**src/rtl/alu_pkg.sv**
```systemverilog
// Shared definitions for the ALU arbiter: ALU mode codes, FSM states,
// the issued-operation bundle and the default operand settle time.
package alu_pkg;

    // Cycles operands are held on the ALU before its result is captured.
    localparam int SETTLE_CYCLES_DEFAULT = 2;

    // Mode codes understood by the shared ALU (passed through unchecked).
    typedef enum logic [2:0] {
        NOT_A = 3'd0,
        ADD   = 3'd1,
        AND   = 3'd2,
        OR    = 3'd3,
        XOR   = 3'd4,
        ROT   = 3'd5,
        ZERO  = 3'd6,
        ONE   = 3'd7
    } aluMode_e;

    // Arbiter FSM: wait for a request, hold operands on the ALU, present the response.
    typedef enum logic [1:0] {
        IDLE    = 2'd0,
        ISSUE   = 2'd1,
        RESPOND = 2'd2
    } arbState_e;

    // One operation as driven onto the ALU.
    typedef struct packed {
        logic [2:0] sel;
        logic [3:0] a;
        logic [3:0] b;
        logic [3:0] c;
    } aluOp_t;

endpackage

```
**src/rtl/rr_arbiter2.sv**
```systemverilog
// Two-way round-robin arbiter: one-hot grant, history advanced only when the
// caller signals that the current grant was taken.
module rr_arbiter2 (
    input  logic       clock,
    input  logic       reset,
    input  logic       req0,
    input  logic       req1,
    input  logic       update,
    output logic [1:0] grant
);

    // High when req1 should win the next tie; cleared so req0 wins first.
    logic preferReq1;

    // Grant the lone requester, or the one not served last when both ask.
    always_comb begin
        // NOTE: defaulting every output first keeps all paths assigned, so no latch is inferred.
        grant = 2'b00;
        if (req0 && req1) begin
            grant = preferReq1 ? 2'b10 : 2'b01;
        end else if (req0) begin
            grant = 2'b01;
        end else if (req1) begin
            grant = 2'b10;
        end
    end

    // Move the tie-break preference away from whoever was just accepted.
    always_ff @(posedge clock or negedge reset) begin
        // NOTE: sequential state uses <= so every register samples pre-edge values together.
        if (!reset) begin
            preferReq1 <= 1'b0;
        end else if (update && (grant != 2'b00)) begin
            preferReq1 <= grant[0];
        end
    end

endmodule

```
**src/rtl/alu_arbiter.sv**
```systemverilog
// Shares one combinational ALU between two requesters: accepts one operation,
// holds its operands for SETTLE_CYCLES, captures the result and presents it
// with valid/ready before accepting the next operation.
module alu_arbiter
    import alu_pkg::*;
#(
    parameter int SETTLE_CYCLES = SETTLE_CYCLES_DEFAULT
) (
    input  logic       clock,
    input  logic       reset,
    input  logic       req0_valid,
    input  logic       req1_valid,
    output logic       req0_ready,
    output logic       req1_ready,
    input  logic [2:0] req0_sel,
    input  logic [3:0] req0_a,
    input  logic [3:0] req0_b,
    input  logic [3:0] req0_c,
    input  logic [2:0] req1_sel,
    input  logic [3:0] req1_a,
    input  logic [3:0] req1_b,
    input  logic [3:0] req1_c,
    output logic [2:0] alu_sel,
    output logic [3:0] alu_a,
    output logic [3:0] alu_b,
    output logic [3:0] alu_c,
    input  logic [3:0] alu_result,
    input  logic       alu_carry,
    output logic       rsp_valid,
    input  logic       rsp_ready,
    output logic       rsp_id,
    output logic [3:0] rsp_result,
    output logic       rsp_carry
);

    localparam logic [3:0] SETTLE_LOAD = 4'(SETTLE_CYCLES);

    arbState_e  state;
    arbState_e  stateNext;
    logic [3:0] settleCount;
    logic [1:0] grant;
    logic       idle;
    logic       accept;
    logic       captureNow;
    aluOp_t     req0Op;
    aluOp_t     req1Op;
    aluOp_t     issued;

    assign idle   = (state == IDLE);
    assign req0Op = {req0_sel, req0_a, req0_b, req0_c};
    assign req1Op = {req1_sel, req1_a, req1_b, req1_c};

    // Requests are only visible to the arbiter while idle, so a withdrawn
    // request outside IDLE can never win or move the history.
    rr_arbiter2 u_rr (
        .clock  (clock),
        .reset  (reset),
        .req0   (req0_valid && idle),
        .req1   (req1_valid && idle),
        .update (accept),
        .grant  (grant)
    );

    // State register.
    always_ff @(posedge clock or negedge reset) begin
        if (!reset) begin
            state <= IDLE;
        end else begin
            state <= stateNext;
        end
    end

    // Next-state and handshake outputs.
    always_comb begin
        stateNext  = state;
        accept     = 1'b0;
        captureNow = 1'b0;
        req0_ready = 1'b0;
        req1_ready = 1'b0;
        rsp_valid  = 1'b0;
        case (state)
            IDLE: begin
                if (grant != 2'b00) begin
                    accept     = 1'b1;
                    req0_ready = grant[0];
                    req1_ready = grant[1];
                    stateNext  = ISSUE;
                end
            end
            ISSUE: begin
                if (settleCount == 4'd1) begin
                    captureNow = 1'b1;
                    stateNext  = RESPOND;
                end
            end
            RESPOND: begin
                rsp_valid = 1'b1;
                if (rsp_ready) begin
                    stateNext = IDLE;
                end
            end
            default: stateNext = IDLE;
        endcase
    end

    // Settle countdown: loaded on acceptance, one tick per ISSUE cycle.
    always_ff @(posedge clock or negedge reset) begin
        if (!reset) begin
            settleCount <= '0;
        end else if (accept) begin
            settleCount <= SETTLE_LOAD;
        end else if (state == ISSUE) begin
            settleCount <= settleCount - 4'd1;
        end
    end

    // Operand registers load on acceptance; response registers load when the ALU has settled.
    always_ff @(posedge clock or negedge reset) begin
        // NOTE: these datapath registers are reset because their values are visible on the ports.
        if (!reset) begin
            issued     <= '0;
            rsp_id     <= 1'b0;
            rsp_result <= '0;
            rsp_carry  <= 1'b0;
        end else begin
            if (accept) begin
                issued <= grant[1] ? req1Op : req0Op;
                rsp_id <= grant[1];
            end
            if (captureNow) begin
                rsp_result <= alu_result;
                rsp_carry  <= alu_carry;
            end
        end
    end

    assign alu_sel = issued.sel;
    assign alu_a   = issued.a;
    assign alu_b   = issued.b;
    assign alu_c   = issued.c;

endmodule

```
**config.mk**
```make
export PLATFORM = sky130hd
export DESIGN_NAME = alu_arbiter
export DESIGN_NICKNAME = d
export VERILOG_FILES = /design/src/rtl/alu_pkg.sv /design/src/rtl/rr_arbiter2.sv /design/src/rtl/alu_arbiter.sv
export SDC_FILE = /design/constraint.sdc
export NUM_CORES = 1
export LEC_CHECK = 0
export BUFFER_PORTS_ARGS = -buffer_cell sky130_fd_sc_hd__clkbuf_2
export CORE_UTILIZATION = 50
export DETAILED_ROUTE_END_ITERATION = 8
export PLACE_DENSITY_LB_ADDON = 0.12
export SYNTH_ARGS = -nofsm -noshare
export SYNTH_HDL_FRONTEND = slang
export SYNTH_SLANG_ARGS = --single-unit
```
**constraint.sdc**
```tcl
create_clock -name clock -period 2.9 [get_ports clock]
set_input_delay 0.145 -clock clock [delete_from_list [all_inputs] [get_ports clock]]
set_output_delay 0.145 -clock clock [all_outputs]
set_load 0.03 [all_outputs]
```
==> qor.csv, run 1 <==
metric;value;unit
root_buffer;clkbuf_4;
clock_sinks;28;
critPathMaxFanout;16;
crit_chain;nand2b_1, nand3_2, inv_2, clkbuf_2;
vias;1291;
synth_top_area_share;49.17;%
grt_pass1_wl;5.430;mm
postSynthAreaPerCell;10.25;um^2
yosysMostFrequentCell;dfrtp_1;
cts_tree;built;
drcViolationCount;0;
cp_slowest_cell;nand2b_1;
yosys_warnings;0;
ios;64;
clock_skew;0.002286;ns
crit_family;simple AND/OR/NAND/NOR gates;
syn_area;1425;um^2
fin_crit_sh;70.97;%
use_met2;37.52;%
synthToLayoutAreaGrowth;22.12;%
fin_tns_setup;0;ns
io_buffer_count;63;
tightest_slew;0.9329;ns
ys.flop_type;dfrtp_1;
diodes;0;
die-area;3068;um^2
final.min_clock_period;2.058;ns
vdd_drop_max;0.0007480;V
hold_path_class;in -> reg;
synth-seq-cells;28;
post_cts_buffers;0;
die_x;55.39;um
cp.required;2.76;ns
final_cells;225;
slew_viol_final;0;
use_met3;3.981;%
std_cell_rows;18;
synth-seq-area-share;49.17;%
clkLatencyLatePin;0.32;ns
synth_cell_type_count;31;
grt_max_degree;29;
cts-buffers-inserted;3;
startpoint_type;flop;
die_height;55.39;um
htree_levels;1;
synth_area_leaders;dfrtp_1 49%, o21ai_0 6.7%, nand4_1 6.6%, o311ai_1 5.5%, mux2_4 5.3%;
hold_viol;0;
async_flop_share;100.0;%
drive_above_1_share;38.97;%
wl_per_cell;14.65;um
clk_path_buf_depth;2;
setup_violations;0;
viasPerCell;5.738;
grtUsageMet1;26.94;%
ant_nets;0;
fin_nets;239;
dr.pass1.iters;4;
grt_pass1_vias;1252;
leakage;0.9038;nW
synth_top_area_cell;dfrtp_1;
endpoint_kind;primary output;
arrival;1.91;ns
grt_busiest_layer;met2;
cp_num_buf_inv;2;
grt_usage;21.79;%
rsz0062_at_grt;no;
maxCapViolations;0;
fillers;205;
coreArea;2590;um^2
synth-edff-count;0;
final_util;67.20;%
critPathKind;reg -> out;
postSynthCellCount;139;
syn_nets;181;
hpwl;2.309;mm
drtIter0Drc;41;
fmax;485.9;MHz
start_util;55.02;%
slew_headroom;37.58;%
grt-ovfl-total;0;
netlist_top_cells_count;28 x dfrtp_1, 19 x inv_1, 19 x o21ai_0, 15 x nand4_1, 9 x o311ai_1;
antenna_found_initial;0;
place_inst;221;
clkTransAtPathRegs;0.14;ns
outcome;finished, final reports clean;
slowest_delay;0.49;ns
drt-total-wl;3.296;mm
p_per_area;1123;nW/um^2
gp_congestion;0.8059;
[report_power, final]
| part | internal (mW) | leakage, nW | total, mW | switching, mW |
|---|---|---|---|---|
| registers | 0.588 | 0.335 | 0.703 | 0.115 |
| logic | 0.374 | 0.555 | 1.09 | 0.720 |
| clock network | 0.0487 | 0.0138 | 0.158 | 0.110 |
| total | 1.01 | 0.904 | 1.95 | 0.944 |
[sequential cells by signal, indices dropped and copies added, names as in the netlist]
| name | flops |
|---|---|
| alu_a | 4 |
| alu_b | 4 |
| alu_c | 4 |
| rsp_result | 4 |
| settleCount | 4 |
| alu_sel | 3 |
| state | 2 |
| rsp_carry | 1 |
| rsp_id | 1 |
| u_rr.preferReq1 | 1 |
[logic make-up (layout without fill, tap and decap cells)]
kind of cell               after synthesis  count (layout)  share of synthesized area, %
DFF                                     28              28                         49.17
and+or+nand+nor                         33              33                         14.49
muxes                                    5               5                         5.268
xor gates and xnor gates                 2               2                         1.229
adders and majority gates                2               2                         1.756
AOI/OAI and AO/OA                       38              38                         17.91
buffers and inverters                   31              87                         10.18
[metrics by stage]
stage          area [um^2]  power [mW]  worst slack, ns  hold slack (ns)
6_report              1740       1.954           0.8418          0.04611
5_1_grt               1740       2.083           0.7307          0.03281
4_1_cts               1740       1.962           0.8703          0.03592
3_5_place_dp          1708       1.802            1.256           0.2277
3_3_place_gp          1708       1.774            1.296           0.2137
2_1_floorplan         1425       1.540            1.516          -0.1506
[worst paths after layout]
kind	slack (ns)	cells after the start	from	endpoint
min reg2reg	0.52	1	u_rr.preferReq1$_DFFE_PN0P_	u_rr.preferReq1$_DFFE_PN0P_
max in group asynchronous	2.07	2	reset	alu_b[3]$_DFFE_PN0P_
max	0.84	4	u_rr.preferReq1$_DFFE_PN0P_	req1_ready
min	0.05	2	alu_result[0]	rsp_result[0]$_DFFE_PN0P_
min in group asynchronous	0.38	2	reset	rsp_carry$_DFFE_PN0P_
max reg2reg	1.20	4	u_rr.preferReq1$_DFFE_PN0P_	alu_a[3]$_DFFE_PN0P_
[cell type report]
cell class / count / area [um^2] / area share, %
timing repair buffer: 64 / 325.3 / 18.69
multi-input combinational: 80 / 579.3 / 33.29
clock buffer: 3 / 22.52 / 1.294
inverter: 20 / 75.07 / 4.313
tap: 30 / 37.54 / 2.157
sequential: 28 / 700.7 / 40.26
[cells in the final DEF (no fill, tap or decap), types with 2 or more instances in the layout]
cell type / instances
clkbuf_2: 63
clkbuf_4: 3
dfrtp_1: 28
ha_1: 2
inv_1: 19
mux2_4: 5
nand2_1: 2
nand2b_1: 2
nand4_1: 15
nor2_1: 4
o21ai_0: 19
o311ai_0: 6
o311ai_1: 9
or3_1: 2
[routing by layer]
layer  part of all wire, %  vias up
li1                      -      618
met3                   6.1        4
met5                     0        -
met1                    43      612
met2                    50       57
met4                  0.82        0
[timing repair]
| action | 4_1_cts | 5_1_grt |
|---|---|---|
| hold endpoints to repair | 28 | 0 |
| hold buffers | 1 | 0 |
| gates resized for setup | 0 | 0 |
Note: power is estimated with default switching activity, not from simulation.
==> inputs of run 2 (changes only) <==
--- a/config.mk
+++ b/config.mk
@@ -6,7 +6,7 @@
 export NUM_CORES = 1
 export LEC_CHECK = 0
 export BUFFER_PORTS_ARGS = -buffer_cell sky130_fd_sc_hd__clkbuf_2
-export CORE_UTILIZATION = 50
+export CORE_UTILIZATION = 42
 export DETAILED_ROUTE_END_ITERATION = 8
 export PLACE_DENSITY_LB_ADDON = 0.12
 export SYNTH_ARGS = -nofsm -noshare
==> constraint.sdc (replaced) <==
create_clock -name clock -period 1.89 [get_ports clock]
set_input_delay 0.0945 -clock clock [delete_from_list [all_inputs] [get_ports clock]]
set_output_delay 0.0945 -clock clock [all_outputs]
set_load 0.03 [all_outputs]
==> run 2 against run 1 <==
Compared with the run above: cell area is 7.1% higher; first-iteration DRC count increased by 20%; clock power rose by 150%; non-clock buffer count increased by 8; sequential cell count did not move; utilization fell by 7.6 points; critical path depth unchanged; total power grew 64%; critical path type unchanged; largest cell class unchanged.
==> qor.csv, run 2 (synthesized netlist as in run 1, its figures left out) <==
metric;value;unit;change
final_cell_mix;63 x clkbuf_2, 28 x dfrtp_1, 19 x inv_1, 19 x o21ai_0, 15 x nand4_1;;
synthToLayoutAreaGrowth;30.82;%;
place_inst;237;;+7.2%
r2r_start;settleCount[1]$_DFFE_PN0P_;;
slew_viol_final;0;;unchanged
antenna_found_initial;0;;unchanged
dr.pass1.iters;4;;unchanged
cts_tree;built;;
tightest_slew;0.8826;ns;-0.05030 ns
fin_tns_setup;0;ns;unchanged
grt_usage;19.85;%;-1.9 points
grt_max_degree;29;;unchanged
die-area;3630;um^2;+18%
clock_sinks;28;;unchanged
cp_num_buf_inv;2;;unchanged
clk_path_buf_depth;2;;unchanged
crit_family;simple AND/OR/NAND/NOR gates;;
grt_pass1_vias;1232;;-1.6%
root_buffer;clkbuf_4;;
outcome;finished, final reports clean;;
post-place-ws;0.2933;ns;-0.9631 ns
leakage;0.9527;nW;+5.4%
area.sequential;700.7;um^2;unchanged
final.min_clock_period;1.776;ns;
final_cells;248;;+10%
fmax;563.0;MHz;
htree_levels;1;;unchanged
hold_viol;0;;unchanged
setup_violations;0;;unchanged
critPathMaxFanout;10;;-6
endpoint_kind;primary output;;
coreArea;3128;um^2;+21%
vias;1289;;-0.15%
crit_chain;nor2_4, buf_4, and3_1, clkbuf_2;;
gp_congestion;0.8100;;+0.51%
slowest_delay;0.46;ns;-0.03 ns
drcViolationCount;0;;unchanged
hpwl;2.370;mm;+2.6%
hold_slack;0.008416;ns;-0.03769 ns
grt-ovfl-total;0;;unchanged
diodes;0;;unchanged
fin_nets;247;;+3.3%
clkLatencyLatePin;0.32;ns;about the same
die_x;60.25;um;+8.8%
drt-total-wl;3.298;mm;about the same
maxCapViolations;0;;unchanged
drtIter0Drc;49;;+20%
fillers;274;;+34%
viasPerCell;5.198;;-9.4%
multiInputGateArea;579.3;um^2;unchanged
die_height;60.25;um;+8.8%
rsz0062_at_grt;no;;
clkTransAtPathRegs;0.15;ns;about the same
clock_skew;0.001114;ns;-0.001172 ns
setup_ws;0.1138;ns;-0.7281 ns
io_buffer_count;63;;unchanged
arrival;1.68;ns;-0.23 ns
std_cell_rows;20;;+2
cp_slowest_cell;dfrtp_1;;
startpoint_type;flop;;
slew_headroom;40.94;%;+3.4 points
hold_path_class;in -> reg;;
ant_nets;0;;unchanged
wl_per_cell;13.30;um;-9.2%
drive_above_1_share;38.73;%;-0.25 points
vdd_drop_max;0.0006579;V;-12%
fin_crit_sh;93.98;%;
critPathKind;reg -> out;;
start_util;45.56;%;-9.5 points
p_per_area;1714;nW/um^2;+53%
cp.required;1.80;ns;-0.96 ns
final_common_cell;clkbuf_2;;
crit_start;state[1]$_DFFE_PN0P_;;
cts-buffers-inserted;3;;unchanged
fin_total_pwr;3.195;mW;+64%
ios;64;;unchanged
grt_pass1_wl;5.375;mm;-1.0%
min_from;req0_b[1];;
run 2: final cells by class:
class                           instances  area share (%)
Timing Repair Buffer                   72           21.48
Multi-Input combinational cell         80           31.07
Sequential cell                        28           37.58
Tap cell                               44           2.953
Inverter                               20           4.094
Clock inverter                          1           1.611
Clock buffer                            3           1.208
run 2: final timing paths:
| check | depth (start not counted) | to | slack, ns |
|---|---|---|---|
| worst min-delay path | 3 | alu_b[1]$_DFFE_PN0P_ | 0.008 |
| min in group asynchronous | 2 | rsp_carry$_DFFE_PN0P_ | 0.32 |
| worst min register to register | 1 | rsp_result[3]$_DFFE_PN0P_ | 0.53 |
| worst max-delay path | 4 | req0_ready | 0.11 |
| worst max register to register | 5 | rsp_result[1]$_DFFE_PN0P_ | 0.29 |
| max in group asynchronous | 2 | settleCount[1]$_DFFE_PN0P_ | 1.14 |
run 2: worst register-to-register path: cells and delay by family (launching register included):
family	cells	cell delay (ns)
multiplexers	1	0.36
AND/OR/NAND/NOR	2	0.51
adder cells (fa/ha/maj)	1	0.13
flip-flops	1	0.42
buffers and inverters	1	0.08
run 2: per-layer routing:
layer / GRT usage (%) / part of all wire (%) / up-vias
li1: - / - / 635
met1: 25.10 / 43 / 602
met2: 35.01 / 50 / 50
met3: 3.247 / 5.8 / 2
met4: 4.651 / 0.64 / 0
met5: 0 / 0 / -
run 2: timing repair:
item,CTS,global route
buffers inserted,0,0
resized for setup,0,1
hold buffers,6,1
endpoints found under the setup margin,0,2
hold endpoints to repair,33,1
run 2: report_power, final:
part	internal (mW)	leakage [nW]	switching (mW)
logic	0.600	0.590	1.11
registers	0.902	0.335	0.193
clock network	0.214	0.0279	0.179
run 2: per-stage QoR:
step | util [%] | instance area, um^2
after CTS | 59.24 | 1853
final | 59.60 | 1864
after detailed placement | 55.64 | 1740
after floorplan | - | 1425
after global placement | 55.64 | 1740
after global routing | 59.60 | 1864
